$ cat config.mk
export PLATFORM = sky130hd
export DESIGN_NAME = dmem_port_arbiter
export DESIGN_NICKNAME = d
export VERILOG_FILES = /design/src/rtl/dmem_arb_pkg.sv /design/src/rtl/dmem_arb_pick.sv /design/src/rtl/dmem_port_arbiter.sv
export SDC_FILE = /design/constraint.sdc
export NUM_CORES = 1
export LEC_CHECK = 0
export CAP_MARGIN = 10
export CORE_MARGIN = 10
export CORE_UTILIZATION = 18
export DETAILED_ROUTE_END_ITERATION = 7
export GPL_TIMING_DRIVEN = 0
export PLACE_DENSITY = 0.76
export SYNTH_ARGS = -nofsm -noshare
export SYNTH_HDL_FRONTEND = slang
export SYNTH_SLANG_ARGS = --single-unit
$ cat constraint.sdc
create_clock -name clock -period 1.7 [get_ports clock]
set_input_delay 0.34 -clock clock [delete_from_list [all_inputs] [get_ports clock]]
set_output_delay 0.34 -clock clock [all_outputs]
set_load 0.1 [all_outputs]
$ cat src/rtl/dmem_arb_pkg.sv
// Shared types and defaults for the dmem port arbiter (build option: DMEM_ARB_RR_EN).
package dmem_arb_pkg;

    localparam int DMEM_ADDR_W   = 12;
    localparam int DMEM_DATA_W   = 32;
    localparam int DMEM_MAX_WAIT = 4;

    typedef enum logic {
        OWN_C = 1'b0,
        OWN_K = 1'b1
    } owner_t;

    typedef struct packed {
        logic                   req;
        logic                   we;
        logic [DMEM_ADDR_W-1:0] addr;
        logic [DMEM_DATA_W-1:0] wdata;
    } acc_req_t;

    function automatic owner_t other_port(input owner_t o);
        if (o == OWN_C) begin
            return OWN_K;
        end else begin
            return OWN_C;
        end
    endfunction

endpackage

$ cat src/rtl/dmem_arb_pick.sv
// Combinational winner select between the CPU (C) and PS/2 capture (K) requesters.
// prefer_k breaks ties; it carries either the starvation promotion or the round-robin turn.
module dmem_arb_pick
    import dmem_arb_pkg::*;
(
    input  logic c_req,
    input  logic k_req,
    input  logic prefer_k,
    output logic valid,
    output logic pick_k
);

    // Single winner per cycle; the tie-break only matters when both ask
    always_comb begin
        valid  = c_req | k_req;
        pick_k = 1'b0;
        if (c_req && k_req) begin
            pick_k = prefer_k;
        end else if (k_req) begin
            pick_k = 1'b1;
        end else begin
            pick_k = 1'b0;
        end
    end

endmodule

$ cat src/rtl/dmem_port_arbiter.sv
// Shares the single-port synchronous dmem between the CPU (C) and PS/2 capture (K) ports.
// Build option: define DMEM_ARB_RR_EN for round-robin; otherwise fixed C priority with K promotion.
module dmem_port_arbiter
    import dmem_arb_pkg::*;
#(
    parameter int ADDR_W   = DMEM_ADDR_W,
    parameter int DATA_W   = DMEM_DATA_W,
    parameter int MAX_WAIT = DMEM_MAX_WAIT
) (
    input  logic              clock,
    input  logic              reset,
    input  logic              c_req,
    input  logic              c_we,
    input  logic [ADDR_W-1:0] c_addr,
    input  logic [DATA_W-1:0] c_wdata,
    output logic              c_gnt,
    output logic              c_rvalid,
    input  logic              k_req,
    input  logic              k_we,
    input  logic [ADDR_W-1:0] k_addr,
    input  logic [DATA_W-1:0] k_wdata,
    output logic              k_gnt,
    output logic              k_rvalid,
    output logic [DATA_W-1:0] rdata,
    output logic [ADDR_W-1:0] dmem_addr,
    output logic [DATA_W-1:0] dmem_wdata,
    output logic              dmem_wren,
    input  logic [DATA_W-1:0] dmem_q,
    output logic [ADDR_W-1:0] debug_addr,
    output logic [DATA_W-1:0] debug_data
);

    logic   c_req_s;
    logic   k_req_s;
    logic   prefer_k_s;
    logic   pick_valid_s;
    logic   pick_k_s;
    owner_t win_owner_s;
    logic   win_we_s;
    logic   rd_pend_q;
    logic   rd_pend_d;
    owner_t rd_owner_q;
    owner_t rd_owner_d;

    // Requests are masked while reset is high so no grant leaves a reset cycle
    always_comb begin
        c_req_s = c_req & ~reset;
        k_req_s = k_req & ~reset;
    end

`ifdef DMEM_ARB_RR_EN
    owner_t rr_last_q;
    owner_t rr_last_d;

    // On a tie the port that did not win last time gets the slot
    always_comb begin
        prefer_k_s = (other_port(rr_last_q) == OWN_K);
    end

    // Remember the most recent winner
    always_comb begin
        rr_last_d = rr_last_q;
        if (pick_valid_s) begin
            rr_last_d = win_owner_s;
        end else begin
            rr_last_d = rr_last_q;
        end
    end

    // Round-robin history register
    always_ff @(posedge clock) begin
        if (reset) begin
            rr_last_q <= OWN_C;
        end else begin
            rr_last_q <= rr_last_d;
        end
    end
`else
    localparam int WAIT_W = (MAX_WAIT < 1) ? 1 : $clog2(MAX_WAIT + 1);
    localparam logic [WAIT_W-1:0] WAIT_SAT = WAIT_W'(MAX_WAIT);

    logic [WAIT_W-1:0] wait_cnt_q;
    logic [WAIT_W-1:0] wait_cnt_d;

    // K is promoted over C once it has been refused MAX_WAIT cycles in a row
    always_comb begin
        prefer_k_s = (wait_cnt_q == WAIT_SAT);
    end

    // Count consecutive refusals of K, saturating; any grant or drop restarts it
    always_comb begin
        wait_cnt_d = {WAIT_W{1'b0}};
        if (k_req_s && !k_gnt) begin
            if (wait_cnt_q == WAIT_SAT) begin
                wait_cnt_d = WAIT_SAT;
            end else begin
                wait_cnt_d = wait_cnt_q + {{(WAIT_W-1){1'b0}}, 1'b1};
            end
        end else begin
            wait_cnt_d = {WAIT_W{1'b0}};
        end
    end

    // Starvation counter register
    always_ff @(posedge clock) begin
        if (reset) begin
            wait_cnt_q <= {WAIT_W{1'b0}};
        end else begin
            wait_cnt_q <= wait_cnt_d;
        end
    end
`endif

    dmem_arb_pick u_pick (
        .c_req    (c_req_s),
        .k_req    (k_req_s),
        .prefer_k (prefer_k_s),
        .valid    (pick_valid_s),
        .pick_k   (pick_k_s)
    );

    // Steer the winner onto the dmem port; an idle cycle parks address and data at zero
    always_comb begin
        c_gnt       = 1'b0;
        k_gnt       = 1'b0;
        win_owner_s = OWN_C;
        win_we_s    = 1'b0;
        dmem_addr   = {ADDR_W{1'b0}};
        dmem_wdata  = {DATA_W{1'b0}};
        if (pick_valid_s && pick_k_s) begin
            k_gnt       = 1'b1;
            win_owner_s = OWN_K;
            win_we_s    = k_we;
            dmem_addr   = k_addr;
            dmem_wdata  = k_wdata;
        end else if (pick_valid_s) begin
            c_gnt       = 1'b1;
            win_owner_s = OWN_C;
            win_we_s    = c_we;
            dmem_addr   = c_addr;
            dmem_wdata  = c_wdata;
        end else begin
            win_owner_s = OWN_C;
        end
        dmem_wren  = pick_valid_s & win_we_s;
        debug_addr = dmem_addr;
        debug_data = dmem_wdata;
    end

    // Tag each granted read with its owner so the return one cycle later is routed back
    always_comb begin
        rd_pend_d = pick_valid_s & ~win_we_s;
        if (pick_valid_s) begin
            rd_owner_d = win_owner_s;
        end else begin
            rd_owner_d = rd_owner_q;
        end
    end

    // Read-return tracking registers
    always_ff @(posedge clock) begin
        if (reset) begin
            rd_pend_q  <= 1'b0;
            rd_owner_q <= OWN_C;
        end else begin
            rd_pend_q  <= rd_pend_d;
            rd_owner_q <= rd_owner_d;
        end
    end

    // A reset arriving while a read is in flight swallows its return
    always_comb begin
        c_rvalid = rd_pend_q & ~reset & (rd_owner_q == OWN_C);
        k_rvalid = rd_pend_q & ~reset & (rd_owner_q == OWN_K);
        rdata    = dmem_q;
    end

endmodule
# Word-level counts from Yosys, hierarchy flattened
# Index checks and enable logic that the tools add are counted.
dict set report totals {
  reg_bits 5
  out_inout_bits 125
  elab_cells 36
}
dict set report op_classes {
  add_sub_neg 1
  n_eq_ne 1
  muxes 12
  bitwise 12
  reduce_logical 6
}
# op count
set op_table {}
lappend op_table {{$mux 32} 2}
lappend op_table {{$mux 12} 2}
lappend op_table {{$and 1x1->1} 7}
lappend op_table {{$mux 1} 7}
lappend op_table {{$not 1->1} 4}
lappend op_table {{$add 3x1->3 const B} 1}
lappend op_table {{$eq 3x3->1 const B} 1}
lappend op_table {{$logic_and 1x1->1} 3}
lappend op_table {{$mux 3} 1}
lappend op_table {{$reduce_or 3->1} 1}
lappend op_table {{$reduce_or 2->1} 1}
lappend op_table {{$logic_not 1->1} 1}
lappend op_table {{$or 1x1->1} 1}

# Depth between registers and ports, before layout
# Gate-level depths: netlist (run 1).
dict set report logic_depth {
  depth_word 10
  depth_mapped 8
}

# Cells and area by module
# From an unflattened synthesis (run 1), not the netlist that was laid out.
dict set report unflattened {
  hier_cells 205
  hier_area_um2 1672.9
}
# module n_inst cells_per_inst area_per_inst_um2 seq_area_each_um2
set modules_own_cells {}
lappend modules_own_cells {dmem_port_arbiter 1 202 1655.3 100.1}
lappend modules_own_cells {dmem_arb_pick 1 3 17.5 0.0}

# Worst setup path before layout (run 1)
# Ideal clock, no wire load.
dict set report synth_timing {
  path_kind {reg-to-output}
  start {reg wait_cnt_q[0]}
  end {out dmem_addr[0]}
  arrival_time_ns 2.722
  required_ns 1.360
  path_slack_ns -1.362
  path_stages_with_launch 7
  n_path_buf 2
  path_cell_list {dfxtp_1 -> inv_1 -> ha_1 -> a311oi_1 -> buf_2 -> a22o_1 -> buf_4}
}
dict set report synth_via {
  elab_chain_cells 4
}
# item line_no
set synth_rtl {}
lappend synth_rtl {{start, declared} dmem_port_arbiter.sv:82} ;# logic [WAIT_W-1:0] wait_cnt_q;
lappend synth_rtl {{start signal, assigned} dmem_port_arbiter.sv:107} ;# wait_cnt_q <= {WAIT_W{1'b0}};
lappend synth_rtl {{start signal, assigned} dmem_port_arbiter.sv:109} ;# wait_cnt_q <= wait_cnt_d;
lappend synth_rtl {{$eq 3x3->1} dmem_port_arbiter.sv:87} ;# prefer_k_s = (wait_cnt_q == WAIT_SAT);
lappend synth_rtl {{$mux 1} dmem_arb_pick.sv:17} ;# if (c_req && k_req) begin
lappend synth_rtl {{$logic_and 1x1->1} dmem_port_arbiter.sv:130} ;# if (pick_valid_s && pick_k_s) begin
lappend synth_rtl {{$mux 12} dmem_port_arbiter.sv:130}
lappend synth_rtl {{end, declared} dmem_port_arbiter.sv:25} ;# output logic [ADDR_W-1:0] dmem_addr,
# Every way passes these cells.

# Worst setup path after layout (run 1)
dict set report layout_timing {
  start {in k_req}
  end {out dmem_wdata[18]}
}
dict set report layout_via {
  elab_chain_cells 5
  word_cells_on_any_way 8
  classes_between {mux (4); bitwise (2); reduce/logical (2)}
}
# item line_no
set layout_rtl {}
lappend layout_rtl {{start, declared} dmem_port_arbiter.sv:18} ;# input logic k_req,
lappend layout_rtl {{$and 1x1->1 *} dmem_port_arbiter.sv:48} ;# k_req_s = k_req & ~reset;
lappend layout_rtl {{$mux 1 / $logic_and 1x1->1 (equally long branches)} {dmem_arb_pick.sv:19, dmem_arb_pick.sv:17}}
lappend layout_rtl {{$mux 1} dmem_arb_pick.sv:17}
lappend layout_rtl {{$logic_and 1x1->1} dmem_port_arbiter.sv:130}
lappend layout_rtl {{$mux 32 *} dmem_port_arbiter.sv:130}
lappend layout_rtl {{end, declared} dmem_port_arbiter.sv:26} ;# output logic [DATA_W-1:0] dmem_wdata,
# Mark *: on every way between the ends. The rest lies on a longest branch, timed or not.

==> results of run 1 <==
[through the flow]
step / total power [W] / instances
2_1_floorplan: 0.00196 / 160
3_3_place_gp: 0.00255 / 474
3_5_place_dp: 0.00256 / 474
4_1_cts: 0.00316 / 491
5_1_grt: 0.00326 / 496
6_report: 0.00319 / 496
[worst register-to-register path, cell delays in order (launching register included)]
cell	delay [ns]
dfxtp_2	0.32
inv_2	0.04
ha_4	0.17
a311oi_4	0.27
buf_2	0.21
buf_4	0.13
a22o_1	0.11
[state kept, by name, summed over array words and instances, names as in the netlist]
name	cells
rd_owner_q	1
wait_cnt_q	3
rd_pend_q	1
[final timing paths]
| kind | end | start | cells past startpoint | slack (ns) |
|---|---|---|---|---|
| setup reg to reg | rd_pend_q | wait_cnt_q[1] | 6 | 0.38 |
| hold / removal | wait_cnt_q[0] | wait_cnt_q[0] | 2 | 0.50 |
| hold reg to reg | wait_cnt_q[0] | wait_cnt_q[0] | 2 | 0.50 |
| setup / recovery | dmem_wdata[18] | k_req | 8 | -0.51 |
[timing repair]
item,CTS,global route
setup endpoints to repair,125,91
cloned,1,1
buffers inserted,12,6
pin swaps,9,16
gates resized for setup,878,18
[layout by cell type, fill, tap and decap left out, types with 2 or more instances in the layout]
master	instances
a22o_4	45
buf_12	129
buf_16	11
buf_2	3
buf_4	43
buf_6	8
buf_8	3
clkbuf_8	3
clkdlybuf4s15_2	2
clkdlybuf4s50_1	90
dfxtp_1	3
dfxtp_2	2
dlygate4sd2_1	33
inv_1	3
inv_2	3
nor2_1	5
[power breakdown]
part | leakage [nW] | switching, W | total [W] | internal [W]
registers | 0.0418 | 0.00000296 | 0.000125 | 0.000123
clock network | 0.0228 | 0.0000530 | 0.000213 | 0.000160
logic | 2.57 | 0.00166 | 0.00285 | 0.00118
total | 2.63 | 0.00172 | 0.00319 | 0.00147
[cell type report]
type | count | share of cell area
Tap cell | 96 | 0.0206
Sequential cell | 5 | 0.0176
Clock buffer | 4 | 0.00772
Buffer | 85 | 0.217
Inverter | 6 | 0.00386
Timing Repair Buffer | 237 | 0.566
Multi-Input combinational cell | 63 | 0.167
[cells by family (layout without fill, tap and decap cells)]
logic type / count (synthesis) / count (layout) / synth area share
adder cells (fa/ha/maj): 2 / 2 / 0.0194
AO/OA/AOI/OAI: 49 / 49 / 0.334
AND/OR/NAND/NOR: 11 / 11 / 0.0418
multiplexers: 1 / 1 / 0.00777
buffers and inverters: 92 / 332 / 0.519
flip-flops: 5 / 5 / 0.0777
[metal layers]
metal	routed length, um	share of wire	track usage	vias to the layer above
li1	-	-	-	976
met1	3640	0.32	0.165	980
met2	6350	0.57	0.372	140
met3	1110	0.099	0.0719	9
met4	121	0.011	0.0333	0
met5	0	0	0	-
==> summary.txt, run 1 <==
Outcome
  – Status: finished with violations
  – Failing checks: negative setup slack

Layout
  – Fin area: 5840 sq um
  – Register area: 103 sq um
  – Diode count: 0
  – Post-layout nets: 529
  – Area of the multi-input gates: 977 sq um
  – FILL cells: 361
  – Area grow syn2layout: 353%
  – Final Core Density: 0.850
  – Fraction of layout cells with a size suffix above 1: 0.645

Timing
  – Setup violations, final: 91
  – Pins Over Slew Limit: 0
  – Slew margin rel.: 0.327
  – Setup Skew: 0.000934 ns
  – Max Clk Rate: 453 MHz
  – Final setup margin: -0.507 ns
  – Least-Margin Pin Slew: 1.01 ns
  – Minimum clock period: 2.21 ns
  – Min Hold Slack: 0.501 ns
  – Final period utilization: 1.30
  – Final hold violation count: 0
  – RSZ-0062 raised after global routing: true
  – Setup TNS: -35.99 ns

Floorplan
  – # IOs: 251
  – Initial Util: 0.187
  – Die width: 105 um
  – Die height: 105 um
  – Die area: 10,900 sq um
  – Site row count: 30
  – Core area: 6870 sq um

Critical path
  – Most frequent CP cell: buf_12
  – Delay of the slowest critical-path stage: 0.29 ns
  – Max FO, Critical Path: 10
  – CP Data Required Time: 1.36 ns
  – Worst path top cell family by delay: buffers and inverters
  – Critical path type: primary input to output pin
  – Endpoint type of the worst setup path: output pin
  – Slowest stage cell, crit path: a21boi_4
  – CP Launch Type: primary input
  – WP data arrival: 1.87 ns
  – CP bufs+invs: 5
  – Worst path cell trace: dlygate4sd2_1 -> nor2b_4 -> a21boi_4 -> buf_12 -> buf_12 -> a22o_4 -> buf_12 -> buf_12

Drt
  – DR iter-0 viols: 48
  – DRC viols: 0
  – DRT Pass-1 Iters: 3
  – DR vias/cell: 4.24
  – Drt total wl: 11,200 um
  – Post-route ant nets: 0
  – Total number of vias: 2,105
  – Wire per inst: 22.6 um

GRT
  – Gr usage total: 0.183
  – Largest net degree at the start of global routing: 11
  – First-pass GRT wire length: 15,700 um
  – GRT overflow: 0
  – Vias in the first global route: 2,431
  – Initial antenna violation count: 0

Placed design
  – Placed cell areas: 4640 sq um
  – Port Buffers: 218
  – Routability cong.: 0.755
  – Final HPWL DP: 8500 um
  – Setup Slack @ Placement: -1.86 ns

Synthesis
  – Commonest cells in the netlist: 79 x buf_4, 46 x a22o_1, 5 x dfxtp_1, 5 x inv_1, 5 x nor2_1
  – Mapped cell area: 1290 sq um
  – Async SR Flop Fraction: 0
  – Synth warnings: 0
  – Area contributors post-synth: buf_4 46%, a22o_1 31%, dfxtp_1 7.8%
  – Biggest area consumer among synthesized cells: buf_4
  – Synth top area share: 0.461
  – Synth cell types: 19
  – Seq/Total Area, Yosys: 0.0777
  – Top-count cell post-synth: buf_4
  – Ys flop type: dfxtp_1
  – Syn Nets: 288
  – Number of flops mapped to enable cells by yosys: 0
  – Synth Register Bits: 5
  – Syn Area/Cell: 8.05 sq um
  – Post-Synthesis Cells: 160

Clock tree
  – Maximum buffer depth of the clock tree: 2
  – Clock sinks: 5
  – CTS H-tree depth: 1
  – CTS clk-pin slew, worst paths: 0.03 ns
  – Hold buffers post-CTS: 0
  – TritonCTS Buffers: 3
  – Cell at the root of the clock tree: clkbuf_8
  – CTS tree: built
  – Worst-Skew Late Latency: 0.22 ns

Worst hold path
  – HP Class: flop to flop

Power and ir drop
  – VDD IR max: 0.000387 V
  – Power per cell area: 546 nW/um^2
  – LEAKAGE: 2.63 nW

Flow run
  – Max-Cap Viols: 0
(Power assumes the default switching activity.)
==> inputs of run 2 (changes only) <==
CORE_ASPECT_RATIO = 0.7   (was default)
CORE_UTILIZATION = 20   (was 18)
PLACE_DENSITY = 0.8   (was 0.76)
clock period = 2.2 ns   (was 1.7 ns; I/O delays follow)
==> run 2 against run 1 <==
The flow still finishes with violations (negative setup slack). Register-to-register slack better by 0.48 ns. Clock power down 23%. Utilization down 7.5 points. Total power down 30%. Hold slack worse by 0.0088 ns. Critical path type is now flop to output pin. Highest routed layer unchanged.
==> summary.txt, run 2 (same netlist as run 1, synthesis figures left out) <==
Critical path
  – CP bufs+invs: 5 (unchanged)
  – Max FO, Critical Path: 10 (unchanged)
  – Slowest stage cell, crit path: dfxtp_2 (was a21boi_4)
  – Critical path type: flop to output pin (was primary input to output pin)
  – CP Data Required Time: 1.76 ns (was 1.36 ns)
  – Endpoint type of the worst setup path: output pin (unchanged)
  – Delay of the slowest critical-path stage: 0.32 ns (was 0.29 ns)
  – Worst path top cell family by delay: buffers and inverters (unchanged)
  – Worst path cell trace: inv_2 -> ha_4 -> a311oi_4 -> buf_6 -> buf_8 -> a22o_2 -> buf_4 -> buf_12 (was dlygate4sd2_1 -> nor2b_4 -> a21boi_4 -> buf_12 -> buf_12 -> a22o_4 -> buf_12 -> buf_12)
  – CP Launch Type: flop (was primary input)
  – WP data arrival: 1.85 ns (was 1.87 ns)

Layout
  – Register area: 103 sq um (unchanged)
  – Post-layout nets: 521 (was 529)
  – Area of the multi-input gates: 851 sq um (was 977 sq um)
  – Final Core Density: 0.775 (was 0.850)
  – Fraction of layout cells with a size suffix above 1: 0.635 (was 0.645)
  – Max FFs per register: 3 (unchanged)
  – FILL cells: 391 (was 361)
  – Biggest register: wait_cnt_q (unchanged)
  – Final cell count without fillers: 471 (was 496)
  – Largest registers: wait_cnt_q x3, rd_owner_q x1, rd_pend_q x1 (unchanged)
  – Commonest non-fill, non-tap cell in the layout: clkdlybuf4s50_1 (was buf_12)
  – Area grow syn2layout: 276% (was 353%)
  – Most frequent cells in the layout: 122 x clkdlybuf4s50_1, 68 x buf_4, 54 x buf_12 (was 129 x buf_12, 90 x clkdlybuf4s50_1, 45 x a22o_4)

Drt
  – Total number of vias: 2,064 (was 2,105)
  – DRT Pass-1 Iters: 4 (was 3)
  – Wire per inst: 24.2 um (was 22.6 um)
  – DR iter-0 viols: 56 (was 48)
  – DRC viols: 0 (unchanged)
  – Post-route ant nets: 0 (unchanged)
  – DR vias/cell: 4.38 (was 4.24)
  – Drt total wl: 11,400 um (was 11,200 um)

Power and ir drop
  – Cell-internal power: 0.000950 W (was 0.00147 W)
  – Switch share: 0.575 (was 0.540)
  – Clock share of power: 0.074 (was 0.067)
  – Reg power frac: 0.043 (was 0.039)
  – Power per cell area: 461 nW/um^2 (was 546 nW/um^2)
  – VDD IR max: 0.000346 V (was 0.000387 V)
  – Net switching power: 0.00128 W (was 0.00172 W)
  – Pwr Total: 0.00223 W (was 0.00319 W)
  – Combinational group share of total power: 0.883 (was 0.894)
  – LEAKAGE: 2.24 nW (was 2.63 nW)

Timing
  – Slew margin rel.: 0.328 (was 0.327)
  – Final hold violation count: 0 (unchanged)
  – Final setup margin: -0.0898 ns (was -0.507 ns)
  – Min Hold Slack: 0.492 ns (was 0.501 ns)
  – Least-Margin Pin Slew: 1.00 ns (was 1.01 ns)
  – Minimum clock period: 2.29 ns
  – Pins Over Slew Limit: 0 (unchanged)
  – Setup Skew: 0.00265 ns (was 0.000934 ns)
  – Max Clk Rate: 437 MHz
  – RSZ-0062 raised after global routing: true (unchanged)
  – Final period utilization: 1.04
  – Setup violations, final: 41 (was 91)

GRT
  – Largest net degree at the start of global routing: 11 (unchanged)
  – Initial antenna violation count: 1 (was 0)
  – First-pass GRT wire length: 13,900 um (was 15,700 um)
  – Gr usage total: 0.176 (was 0.183)
  – GRT overflow: 0 (unchanged)
  – Vias in the first global route: 2,187 (was 2,431)

Placed design
  – Placed instance count: 456 (was 474)
  – Final HPWL DP: 8190 um (was 8500 um)
  – Routability cong.: 0.736 (was 0.755)
  – Port Buffers: 218 (unchanged)

Worst hold path
  – HP Class: flop to flop (unchanged)

Clock tree
  – TritonCTS Buffers: 3 (unchanged)
  – Worst-Skew Late Latency: 0.22 ns (about the same)
  – CTS tree: built (unchanged)
  – Clock sinks: 5 (unchanged)
  – CTS H-tree depth: 1 (unchanged)
  – Maximum buffer depth of the clock tree: 2 (unchanged)
  – Cell at the root of the clock tree: clkbuf_8 (unchanged)
  – Hold buffers post-CTS: 0 (unchanged)
  – CTS clk-pin slew, worst paths: 0.03 ns (about the same)

Flow run
  – Max-Cap Viols: 0 (unchanged)

Floorplan
  – Site row count: 24 (was 30)
  – Core area: 6250 sq um (was 6870 sq um)
  – Initial Util: 0.206 (was 0.187)
  – Die width: 116 um (was 105 um)
  – # IOs: 251 (unchanged)
  – Die height: 87.1 um (was 105 um)
  – Die area: 10,100 sq um (was 10,900 sq um)

Outcome
  – Status: finished with violations (unchanged)
  – Failing checks: negative setup slack (unchanged)
==> run 2: cell types whose count changed in the layout (fill, tap and decap cells not counted), sizes merged <==
cell	delta
clkbuf	+3
dlygate4sd2	-31
buf	-12
clkdlybuf4s50	+32
clkdlybuf4s15	-1
bufbuf	+1
diode	+1
==> run 2: layout make-up <==
type	count	area share
Clock buffer	4	0.00930
Antenna cell	1	0.000517
Tap cell	78	0.0202
Timing Repair Buffer	228	0.603
Buffer	86	0.165
Sequential cell	5	0.0212
Inverter	6	0.00465
Multi-Input combinational cell	63	0.176
==> run 2: power groups by stage <==
stage	registers [W]	logic (W)	clock network, W
after global placement	0.0000975	0.00168	0
final	0.0000964	0.00197	0.000165
after detailed placement	0.0000977	0.00170	0
after CTS	0.0000964	0.00188	0.000173
after floorplan	0.0000972	0.00124	0
after global routing	0.0000966	0.00201	0.000177
==> run 2: worst register-to-register path: stages, from the launching register on <==
cell	delay (ns)
dfxtp_2	0.32
inv_2	0.04
ha_4	0.17
nand2_4	0.08
a21boi_4	0.07
buf_4	0.17
buf_4	0.14
a22o_1	0.22
==> run 2: metal layers <==
metal  track usage  wire (um)  up-vias
li1              -          -      965
met1         0.164       3410      969
met2         0.363       6470      114
met3        0.0696       1230       16
met4        0.0136        297        0
met5             0          0        -
==> run 2: metrics by stage <==
| stage | cell area (sq um) | setup WS (ns) | TNS [ns] |
|---|---|---|---|
| floorplan | 1580 | -0.372 | -8.17 |
| global placement | 3860 | -1.60 | -125.94 |
| detailed placement | 3860 | -1.60 | -127.41 |
| CTS | 4520 | -0.0744 | -2.18 |
| global route | 4840 | -0.153 | -5.76 |
| finish | 4840 | -0.0898 | -1.57 |
==> run 2: path summary, 6_finish.rpt <==
kind | startpoint | endpoint | slack (ns) | cells past startpoint
worst max-delay path | wait_cnt_q[0] | dmem_wdata[14] | -0.09 | 8
worst min-delay path | rd_owner_q | rd_owner_q | 0.49 | 1
worst max register to register | wait_cnt_q[0] | rd_pend_q | 0.86 | 7
worst min register to register | rd_owner_q | rd_owner_q | 0.49 | 1
==> run 2: repair_timing <==
item / in CTS / in global routing
setup buffers: 5 / 2
setup endpoints to repair: 93 / 88
pin swaps: 3 / 8
resized for setup: 756 / 63
cloned: 3 / 1
